$ cat src/rtl/matrix_scan_controller.sv
// matrix_scan_controller: scans a 64-bit frame onto an 8x8 LED matrix through an external column shift register
//   clk          system clock
//   rst          synchronous active-low reset
//   frame_in     frame word, row r = frame_in[8r+7:8r], bit 7 = column 7
//   frame_valid  source has a frame (held stable until frame_ack)
//   frame_ack    one-cycle pulse: frame_in captured
//   sr_data      serial column data, MSB first
//   sr_clk       column shift clock
//   sr_latch     one-cycle column storage strobe
//   row_sel      one-hot active-high row enable
//   frame_start  one-cycle pulse for the row 0 load
module matrix_scan_controller #(
    parameter int DWELL_CYCLES = 1000,
    parameter int CLK_DIV      = 2
) (
    input  logic        clk,
    input  logic        rst,
    input  logic [63:0] frame_in,
    input  logic        frame_valid,
    output logic        frame_ack,
    output logic        sr_data,
    output logic        sr_clk,
    output logic        sr_latch,
    output logic [7:0]  row_sel,
    output logic        frame_start
);
    localparam int MAXC = DWELL_CYCLES > 16 * CLK_DIV ? DWELL_CYCLES : 16 * CLK_DIV;
    localparam int CW   = $clog2(MAXC + 1);

    typedef enum logic [2:0] {IDLE, LOAD, SHIFT, LATCH, DISPLAY} state_t;

    state_t        state;
    logic [2:0]    row;
    logic [2:0]    bits;
    logic [7:0]    sreg;
    logic [63:0]   frame;
    logic          ph;
    logic [CW-1:0] cnt;
    logic          div_end;
    logic          dwell_end;

    assign div_end   = cnt == CW'(CLK_DIV - 1);
    assign dwell_end = cnt == CW'(DWELL_CYCLES - 1);

    // Outputs are registered from the current state, so the pins show each
    // state one cycle after it is entered; sr_data therefore changes exactly
    // when sr_clk falls and stays put across the whole high phase.
    always_ff @(posedge clk) begin
        if (!rst) begin
            state       <= IDLE;
            row         <= 3'd0;
            bits        <= 3'd0;
            sreg        <= 8'd0;
            frame       <= 64'd0;
            ph          <= 1'b0;
            cnt         <= '0;
            frame_ack   <= 1'b0;
            sr_data     <= 1'b0;
            sr_clk      <= 1'b0;
            sr_latch    <= 1'b0;
            row_sel     <= 8'd0;
            frame_start <= 1'b0;
        end else begin
            frame_ack   <= 1'b0;
            sr_data     <= state == SHIFT && sreg[7];
            sr_clk      <= state == SHIFT && ph;
            sr_latch    <= state == LATCH;
            row_sel     <= state == DISPLAY ? 8'd1 << row : 8'd0;
            frame_start <= state == LOAD && row == 3'd0;
            case (state)
                IDLE: if (frame_valid) begin
                    frame     <= frame_in;
                    row       <= 3'd0;
                    frame_ack <= 1'b1;
                    state     <= LOAD;
                end
                LOAD: begin
                    sreg  <= frame[{row, 3'b000} +: 8];
                    cnt   <= '0;
                    ph    <= 1'b0;
                    bits  <= 3'd0;
                    state <= SHIFT;
                end
                SHIFT: if (div_end) begin
                    cnt <= '0;
                    ph  <= ~ph;
                    // end of a high phase is the falling edge: advance to the next bit
                    if (ph) begin
                        sreg <= sreg << 1;
                        bits <= bits + 3'd1;
                        if (bits == 3'd7) state <= LATCH;
                    end
                end else begin
                    cnt <= cnt + CW'(1);
                end
                LATCH: begin
                    cnt   <= '0;
                    state <= DISPLAY;
                end
                DISPLAY: if (dwell_end) begin
                    cnt   <= '0;
                    row   <= row == 3'd7 ? 3'd0 : row + 3'd1;
                    state <= LOAD;
                    // only the end of row 7 is a frame boundary where a new frame may enter
                    if (row == 3'd7 && frame_valid) begin
                        frame     <= frame_in;
                        frame_ack <= 1'b1;
                    end
                end else begin
                    cnt <= cnt + CW'(1);
                end
                default: state <= IDLE;
            endcase
        end
    end
endmodule

$ cat config.mk
export PLATFORM = sky130hd
export DESIGN_NAME = matrix_scan_controller
export DESIGN_NICKNAME = d
export VERILOG_FILES = /design/src/rtl/matrix_scan_controller.sv
export SDC_FILE = /design/constraint.sdc
export NUM_CORES = 1
export LEC_CHECK = 0
export ABC_CLOCK_PERIOD_IN_PS = 2140
export BUFFER_PORTS_ARGS = -buffer_cell sky130_fd_sc_hd__buf_2
export CORE_MARGIN = 3
export CORE_UTILIZATION = 56
export CTS_BUF_LIST = sky130_fd_sc_hd__clkbuf_8 sky130_fd_sc_hd__clkbuf_16
export DETAILED_ROUTE_END_ITERATION = 7
export PLACE_DENSITY_LB_ADDON = 0.2
export SETUP_SLACK_MARGIN = 0.3
export SLEW_MARGIN = 20
export SYNTH_ARGS = -nofsm -noshare
export SYNTH_HDL_FRONTEND = slang
export SYNTH_SLANG_ARGS = --single-unit
$ cat constraint.sdc
create_clock -name clk -period 2.14 [get_ports clk]
set_input_delay 0.428 -clock clk [delete_from_list [all_inputs] [get_ports clk]]
set_output_delay 0.428 -clock clk [all_outputs]
set_load 0.005 [all_outputs]
==> impl_results.md <==
* Status: finished, final reports clean
* Final ANT Viol Nets at 0
* Clock power share at 0.305
* CP Data Required Time at 2.41 ns
* Fmax at ~570 MHz
* Num rows at 33
* Pwr dens at 705 mW/mm^2
* Hold_sp: frame_in[37]
* Overflow after GRT at 0
* R2R setup slack at roughly 0.38 ns
* R2R cell count at 5
* Clock Latency Late Sink at 0.37 ns
* RSZ-0062 raised after global routing: true
* Fin Clk Skew at ~0.017 ns
* CTS root buffer: clkbuf_8
* Final Max Tran Viols at 0
* Switching part of the total power at 0.268
* Total wire length at a little over 10,000 um
* Cells after Synth at 526
* Height of the die at around 99 um
* TritonCTS Buffers at 9
* Area Growth Syn to Fin at 15.9%
* Worst-margin pin slew at 0.516 ns
* Initial DRC count at approximately 160
* GRT Overall Usage at 0.208
* Hold depth at 3
* Worst-path fanout max at 8
* Power, Total at between 3000 and 4000 uW
* Critical Path Max Stage Delay at approximately 0.42 ns
* Hold Crit Class: in2reg
* Number of synthesized flops with an enable pin at 0
* Yosys Warn Count at 0
* Initial Util at 0.585
* Gpl congestion at slightly above 0.8
* P_sw at 1070 uW
* Post-synthesis net count at approximately 600
* CP Launch Type: flop
* Core area at ~0.0083 sq mm
* Pin count of the biggest net entering global routing at 45
* Diodes inserted at 0
* Top cell type's share of synthesized area at 0.431
* # port buffers at 79
* CTS tree: yes
* FF-to-FF End: sreg[3]
* Reg clk slew, reported paths at roughly 0.1 ns
* Synth Area per Inst at a little over 9 sq um
* Die X at between 90 and 100 um
* Critical path type: reg2reg
* Hold EP: frame[37]
* Unique masters post-synth at 45
* Peak supply drop at 477 uV
* Initial antenna violation count at 0
* Hold Vio Cnt, Final at 0
* Slew headroom at 0.651
* Internal power at between 2000 and 3000 uW
* CP delay by family, top: flip-flops
* Sequential area share after synthesis at 0.431
* Via/cell ratio at between 5 and 6
* # IOs at 80
* Syn Std Cell Area at approximately 0.0049 sq mm
* Slowest CP cell: dfxtp_4
* Die area at 0.00987 sq mm
* Tmin final at approximately 1.8 ns
* # DRC at 0
* Buf/Inv on CP at 1
* Post-synth top area cell: dfxtp_1
* Synth top area cells: dfxtp_1, mux2i_1, nand2_1, ha_1, o22ai_1
* MaxCap Viol Count at 0
* Drt first pass iters at 5
* #FFs+latches synth at 105
* Sequential share of power at 0.544
* Logic pwr share at 0.151
* Crit-path cells: buf_4 -> mux2i_1 -> o22ai_1 -> or3_1 -> a32o_1
* Most frequent cell after synthesis: nand2_1
* Clk buf depth at 2
* HPWL Detailed at roughly 7200 um
* Routed vias at approximately 3,800
* Setup crit end kind: flop
* Routed WL per cell at between 10 and 15 um
* Synth Flop Type: dfxtp_1
* CTS sink count at roughly 110
* Post-synth ARST share at 0
* CP arrival at ~2.0 ns
* Share of cells above drive strength 1 at 0.216
* Final period util at 0.821
* R2r startpoint: row[0]
* First-pass GRT wire length at 16,800 um
* Number of global-route vias before repair at approximately 3,600
* Synth top cells by count: nand2_1, dfxtp_1, mux2i_1
* Setup TNS at 0 ns
* CTS H-tree lvls at 3
* NumNets Final at ~670
* Leak at 0.00247 uW
* Final setup vio count at 0
## area by class of cell
cell class | instances | area [sq um]
clock buffers | 9 | 124
clock inverters | 7 | 70.1
fillers | 695 | 2680
inverters | 3 | 11.3
multi-input cells | 382 | 2630
flip-flops and latches | 105 | 2120
well taps | 105 | 131
repair buffers | 92 | 574
## worst register-to-register path, delay by kind of cell, from the launching register on
kind                   cells  cell delay, ns
buffers and inverters      1            0.21
AO/OA/AOI/OAI              2            0.40
multiplexers               1            0.29
AND/OR/NAND/NOR            1            0.35
flip-flops                 1            0.42
## layer usage
metal	vias up	wire length [um]	track usage
met4	0	119	0.0546
met5	-	0	0
met1	1756	4640	0.275
met2	76	4980	0.346
met3	13	445	0.0435
li1	1948	-	-
## cell usage in the layout (no fill, tap or decap), types with 2 or more instances in the layout
cell type / instances
clkbuf_8: 9
buf_4: 8
and2_1: 13
mux2i_4: 2
nor3b_1: 4
mux2i_1: 90
or3_1: 12
nor2b_1: 2
dfxtp_2: 6
clkinvlp_4: 3
and3_1: 4
a22o_1: 2
xnor2_1: 2
o22ai_1: 14
buf_12: 3
nand2b_1: 10
a32o_1: 8
mux4_2: 2
xor2_1: 6
nor3_1: 2
inv_1: 4
and4_1: 4
nand4_1: 9
nand2_1: 139
a21oi_1: 3
nor2_1: 15
a21boi_0: 3
o21ai_0: 3
buf_2: 78
nand3_1: 3
ha_1: 8
dfxtp_4: 2
nand3b_1: 3
dfxtp_1: 97
## through the flow
stage / utilization / hold WS (ns) / cells / setup slack [ns] / cell area, sq um
2_1_floorplan: - / 0.424 / 526 / 0.411 / 4880
3_3_place_gp: 0.638 / 0.440 / 683 / 0.337 / 5330
3_5_place_dp: 0.638 / 0.445 / 683 / 0.299 / 5330
4_1_cts: 0.662 / 0.278 / 699 / 0.291 / 5520
5_1_grt: 0.678 / 0.283 / 703 / 0.312 / 5660
6_report: 0.678 / 0.286 / 703 / 0.383 / 5660
## logic make-up after synthesis
logic type,count (synthesis),synth area share
multiplexers,95,0.200
flip-flops,105,0.431
AO/OA/AOI/OAI,43,0.0677
AND/OR/NAND/NOR,227,0.221
buffers and inverters,39,0.0428
adder cells (fa/ha/maj),9,0.0231
XOR/XNOR,8,0.0144
## power by group through the flow
stage | sequential (uW) | clock [uW] | combinational [uW]
2_1_floorplan | 2170 | 0 | 435
3_3_place_gp | 2200 | 0 | 542
3_5_place_dp | 2210 | 0 | 554
4_1_cts | 2160 | 1240 | 557
5_1_grt | 2180 | 1300 | 665
6_report | 2170 | 1220 | 603
## sequential cells by signal, summed over array words and instances, names as in the netlist, 3 cells and up
register  count
row_sel       8
bits          3
state         3
frame        64
row           3
cnt          10
sreg          8
## worst max-delay path by stage
stage                       from         to  depth (start not counted)
after detailed placement  row[0]    sreg[5]                          5
final                     row[0]    sreg[3]                          5
after global placement    cnt[0]  frame[50]                          6
after CTS                 cnt[0]     cnt[0]                          5
after floorplan           row[0]    sreg[1]                          6
after global routing      cnt[0]  frame[52]                          6
## what timing repair did
action	in CTS	in global routing
hold buffers	0	0
setup buffers	0	2
cloned	0	2
setup endpoints to repair	2	84
pin swaps	0	2
resized for setup	1	18
(Power assumes the default switching activity.)
